### src/rtl/vram_sync_copier.sv
// vram_sync_copier: on a sync pulse, streams all 2**ADDR_W producer VRAM words into the consumer VRAM.
// Optional: define VRAM_SYNC_RESTART_EN to let sync during COPY/DRAIN restart the copy from address 0.
module vram_sync_copier #(
   parameter int ADDR_W = 11,
   parameter int DATA_W = 64
) (
   input  logic              clk,
   input  logic              rst_n,
   input  logic              sync,
   output logic              done,
   output logic              src_rden,
   output logic [ADDR_W-1:0] src_addr,
   input  logic [DATA_W-1:0] src_rddata,
   output logic              dst_wren,
   output logic [ADDR_W-1:0] dst_addr,
   output logic [DATA_W-1:0] dst_wrdata
);
   typedef enum logic [1:0] {IDLE, COPY, DRAIN, DONE} state_t;
   state_t r_state, w_next;
   logic [ADDR_W-1:0] r_cnt, r_wa;
   logic r_wv, w_last, w_restart;
   assign w_last = r_cnt == '1;
`ifdef VRAM_SYNC_RESTART_EN
   assign w_restart = sync && (r_state == COPY || r_state == DRAIN);
`else
   assign w_restart = 1'b0;
`endif
   always_comb begin
      w_next = r_state;
      case (r_state)
         IDLE:    w_next = sync ? COPY : IDLE;
         COPY:    w_next = w_restart ? COPY : (w_last ? DRAIN : COPY);
         DRAIN:   w_next = w_restart ? COPY : DONE;
         default: w_next = IDLE;
      endcase
   end
   // The write stage trails the read stage by the one-cycle read latency.
   always_ff @(posedge clk or negedge rst_n) begin
      if (!rst_n) begin
         r_state <= IDLE;
         r_cnt   <= '0;
         r_wa    <= '0;
         r_wv    <= 1'b0;
      end else begin
         r_state <= w_next;
         r_cnt   <= (r_state == COPY && !w_restart && !w_last) ? r_cnt + 1'b1 : '0;
         r_wa    <= r_cnt;
         r_wv    <= src_rden;
      end
   end
   assign src_rden   = r_state == COPY;
   assign src_addr   = src_rden ? r_cnt : '0;
   assign dst_wren   = r_wv;
   assign dst_addr   = r_wv ? r_wa : '0;
   assign dst_wrdata = r_wv ? src_rddata : '0;
   assign done       = r_state == DONE;
endmodule

### config.mk
export PLATFORM = sky130hd
export DESIGN_NAME = vram_sync_copier
export DESIGN_NICKNAME = d
export VERILOG_FILES = /design/src/rtl/vram_sync_copier.sv
export SDC_FILE = /design/constraint.sdc
export NUM_CORES = 1
export LEC_CHECK = 0
export ABC_AREA = 0
export CAP_MARGIN = 40
export CORE_UTILIZATION = 29
export DETAILED_ROUTE_END_ITERATION = 8
export HOLD_SLACK_MARGIN = 0.03
export PLACE_DENSITY = 0.82
export SETUP_SLACK_MARGIN = 0.4
export SLEW_MARGIN = 20
export SYNTH_ARGS = -nofsm -noshare
export SYNTH_HDL_FRONTEND = slang
export SYNTH_SLANG_ARGS = --single-unit
### constraint.sdc
create_clock -name clk -period 1.7 [get_ports clk]
set_input_delay 0.255 -clock clk [delete_from_list [all_inputs] [get_ports clk]]
set_output_delay 0.255 -clock clk [all_outputs]
set_load 0.05 [all_outputs]
==> key figures, run 1 <==
Synthesis
  – Syn nets: 235
  – Share of the synthesized area in the top cell type: about two fifths
  – Area leader, netlist: dfrtp_1
  – Synth Register Bits: 25
  – Average size of a mapped cell: approximately 9 um2
  – Synth area leaders: dfrtp_1, and2_1, clkbuf_1
  – Post-synthesis cell count: 167
  – Post-synthesis cell type count: 26
  – Register area share after synthesis: approximately two fifths
  – Synth Cell Area: 1514 um2
  – Warning count from the yosys run: 0

Status
  – Status: did not finish
  – Exit stage: clock tree synthesis (4_1_cts)
  – First Err: [ERROR DPL-0033] detailed placement checks failed during check placement.

CTS
  – Root buffer cell: clkbuf_8
  – # clock sinks: 25
  – Postcts setup bufs: 15
  – Post-CTS sizing: 40
  – Cts bufs inserted: 3
  – H-Tree Level Count: 1
  – Hold Buf Count CTS: 0
  – CTS Buffer Depth: 2

Floorplanning
  – Chip height: 74.26 um
  – Die extent in x: 74.26 um
  – # IOs: approximately 160
  – Initial Util: 31.03%
  – # rows: 25

Placed design
  – Inst Count DP: 386
  – Number of I/O port buffers: 155
  – Placer Congestion: roughly 0.77
  – HPWL after detailed placement: 6540 um
  – Setup WS pre-CTS: 0.001868 ns
==> kinds of logic after synthesis <==
| group | synth area share (%) |
|---|---|
| compound gates | 6.942 |
| xor+xnor | 1.736 |
| fa+ha+maj | 0.8263 |
| buf+inv | 3.223 |
| flops | 41.32 |
| simple gates | 45.95 |
==> cell usage after synthesis <==
| library cell | n |
|---|---|
| nand3_2 | 1 |
| nand3_1 | 2 |
| o21ai_0 | 2 |
| a22o_1 | 1 |
| xnor2_1 | 1 |
| dfrtp_1 | 25 |
| o31ai_1 | 4 |
| nor4_4 | 1 |
| nand4_1 | 2 |
| and2_2 | 1 |
| nand2b_1 | 1 |
| nor3b_1 | 1 |
| or3_1 | 2 |
| nand2_1 | 4 |
| or4_1 | 4 |
| clkbuf_1 | 10 |
| a211oi_1 | 2 |
| ha_1 | 1 |
| a21oi_1 | 2 |
| nor2_1 | 3 |
| o22ai_1 | 1 |
| nor3_1 | 4 |
| inv_1 | 3 |
| xor2_1 | 2 |
| a211oi_2 | 2 |
| and2_1 | 85 |
==> per-stage QoR <==
step,cell area [um2],hold slack (ns)
after floorplan,1827,-0.04059
after global placement,4290,0.4246
after detailed placement,4290,0.4360
==> run 2: changes to the inputs <==
- HOLD_SLACK_MARGIN: 0.03 -> not set
- PLACE_DENSITY: 0.82 -> not set
- PLACE_DENSITY_LB_ADDON: not set -> 0.15
- SETUP_SLACK_MARGIN: 0.4 -> not set
==> run 2 against run 1 <==
Net effect:
- the run now ends clean
- synthesized cell count stayed put
- area after synthesis stayed put
==> key figures, run 2 <==
Global route
  – Vias in the first global route: 1718
  – Gr ovfl total: 0
  – Pin count of the biggest net entering global routing: 77
  – Global-route wire length before repair: roughly 9400 um
  – GR Util All Layers: approximately 23%
  – Antenna violations before repair: 0

Setup path
  – CP Cell Sequence: ha_2 -> nand3_4 -> or4_1 -> a21oi_1
  – Top delay family on crit path: simple AND/OR/NAND/NOR gates
  – CP max FO: 9
  – WP data arrival: 1.78 ns
  – Setup crit end kind: flop
  – CP peak stage delay: 0.56 ns
  – Startpoint Class: flop
  – Worst Path Required: 1.89 ns
  – R2R cell count: 4
  – Worst path bufs/invs: 0
  – Critical path class: reg2reg
  – Levels on crit path: 4
  – Slowest CP cell: or4_1

Synthesis
  – Average size of a mapped cell: 9.066 um2 (unchanged)
  – Most frequent cells after synthesis: and2_1, dfrtp_1, clkbuf_1
  – Post-synthesis cell type count: 26 (unchanged)
  – Count leader, synth: and2_1
  – Synth Cell Area: 1514 um2 (unchanged)
  – EDFF count, synth: 0 (unchanged)
  – Share of the synthesized area in the top cell type: 41.32% (unchanged)
  – Area leader, netlist: dfrtp_1
  – Synth Register Bits: 25 (unchanged)
  – Top FF cell, synth: dfrtp_1
  – Syn nets: 235 (unchanged)
  – Warning count from the yosys run: 0 (unchanged)
  – Synth area leaders: dfrtp_1, and2_1, clkbuf_1
  – Register area share after synthesis: 41.32% (unchanged)
  – Post-synthesis cell count: 167 (unchanged)
  – Post-synth ARST share: 100.0% (unchanged)

Routing
  – Final wirelength: 6642 um
  – Antenna viol nets, final: 0
  – Router iterations before antenna repair: 4
  – DR vias: 1778
  – Vias per inst: ~4.6
  – Routed WL per cell: approximately 17 um
  – # DRC: 0
  – Initial DRC Count: 50

Pwr
  – Int Power: around 1.2 mW
  – Switching share of total power: 32.24%
  – Flop pwr share: 32.4%
  – Pwr Density: 436.9 nW/um2
  – Comb pwr share: around 49%
  – Clock Power Share: 18.8%
  – Leak Pwr: 1.779 nW
  – Sw Pwr: 0.5902 mW
  – Peak VDD IR: between 0.5 and 0.6 mV

CTS
  – # clock sinks: 25 (unchanged)
  – CTS tree: yes
  – Cts bufs inserted: 3 (unchanged)
  – CTS Buffer Depth: 2 (unchanged)
  – Clk Latency, worst-skew pair: 0.26 ns
  – Root buffer cell: clkbuf_8
  – H-Tree Level Count: 1 (unchanged)
  – Clock-pin slew on the worst setup and hold paths: 0.08 ns
  – Hold Buf Count CTS: 0 (unchanged)

Floorplanning
  – Die extent in x: 74.26 um (unchanged)
  – # IOs: 156 (unchanged)
  – Initial Util: 31.03% (unchanged)
  – Chip height: 74.26 um (unchanged)
  – Core area: 4880 um2
  – Die area: 5514 um2
  – # rows: 25 (unchanged)

Layout
  – Post-route cell area: roughly 4200 um2
  – Most frequent cells in the layout: buf_12, clkdlybuf4s50_1, and2_2
  – Regs by FF count: r_cnt (11), r_wa (11), r_state (2)
  – Finished Core Util: 85.87%
  – Area grow syn2layout: 176.8%
  – Layout cells sized above 1: 48.92%
  – Fill count: 256
  – Nets@finish: 392
  – Commonest non-fill, non-tap cell in the layout: buf_12
  – N_diodes: 0

Status
  – Status: finished clean

Timing
  – Worst rel slew slack: around four fifths
  – Total negative slack: 0 ns
  – Endpoints failing hold: 0
  – RSZ-0062 raised after global routing: yes
  – FMAX: 0.6312 GHz
  – Setup Viol. Count Final: 0
  – Final period utilization: 93.20%
  – Pins Over Slew Limit: 0
  – Worst-margin pin slew: 0.3230 ns
  – Worst Skew: 0.002451 ns
  – Final min period: ~1.6 ns

Run
  – Max Cap Violations: 0

Placed design
  – HPWL after detailed placement: 5513 um (-16%)
  – Placer Congestion: 0.8012 (+3.8%)
  – Number of I/O port buffers: 155 (unchanged)
  – Placed Area: 4103 um2 (-4.4%)

Worst hold path
  – Worst Hold Class: in2async
## run 2: cell counts after synthesis
No cell type changed its count.
## run 2: final cells by class
class	count	area [um2]	share of cell area, %
flip-flops and latches	25	625.6	14.93
clock buffers	4	45.04	1.075
repair buffers	162	2495	59.54
inverters	3	13.76	0.3285
well taps	67	83.83	2.001
multi-input cells	129	927.1	22.13
## run 2: cell families (layout without fill, tap and decap cells)
kind of cell	Yosys count	count (layout)	share of synthesized area, %
xor gates and xnor gates	3	3	1.736
adders and majority gates	1	1	0.8263
AOI/OAI and AO/OA	14	14	6.942
buffers and inverters	13	169	3.223
and+or+nand+nor	111	111	45.95
DFF	25	25	41.32
## run 2: worst paths after layout
check | endpoint | slack (ns) | startpoint
min in group clk | r_wa[10]$_DFF_PN0_ | 0.44 | r_cnt[10]$_DFF_PN0_
max | r_cnt[8]$_DFF_PN0_ | 0.12 | r_cnt[1]$_DFF_PN0_
max in group asynchronous | r_cnt[4]$_DFF_PN0_ | 1.10 | rst_n
max reg2reg | r_cnt[8]$_DFF_PN0_ | 0.12 | r_cnt[1]$_DFF_PN0_
min | r_wa[10]$_DFF_PN0_ | 0.36 | rst_n
min reg2reg | r_wa[10]$_DFF_PN0_ | 0.44 | r_cnt[10]$_DFF_PN0_
## run 2: metrics by stage
| stage | std cells | setup slack, ns | hold WS, ns | power, mW |
|---|---|---|---|---|
| final | 390 | 0.1156 | 0.3564 | 1.831 |
| after global routing | 390 | -0.003160 | 0.3815 | 1.891 |
| after CTS | 388 | 0.01191 | 0.3622 | 1.844 |
| after detailed placement | 384 | 0.09156 | 0.4252 | 1.503 |
| after global placement | 384 | 0.1819 | 0.4198 | 1.489 |
| after floorplan | 167 | 0.0003983 | -0.04059 | 0.9652 |
## run 2: repair_timing
action	CTS	global route
pin swaps	0	0
gates resized for setup	2	5
endpoints found under the setup margin	11	14
buffers inserted	0	2
## run 2: power groups by stage
stage	sequential (mW)	clock (mW)	combinational (mW)
2_1_floorplan	0.606	0	0.359
3_3_place_gp	0.606	0	0.883
6_report	0.594	0.344	0.893
4_1_cts	0.594	0.352	0.898
3_5_place_dp	0.606	0	0.897
5_1_grt	0.594	0.375	0.922
## run 2: layer usage
| layer | share of wire, % | global-route usage, % | vias to the layer above |
|---|---|---|---|
| li1 | - | - | 855 |
| met1 | 38 | 27.71 | 840 |
| met2 | 52 | 40.71 | 75 |
| met3 | 7.8 | 5.149 | 8 |
| met4 | 1.5 | 6.289 | 0 |
| met5 | 0 | 0 | - |
Note: power is estimated with default switching activity, not from simulation.
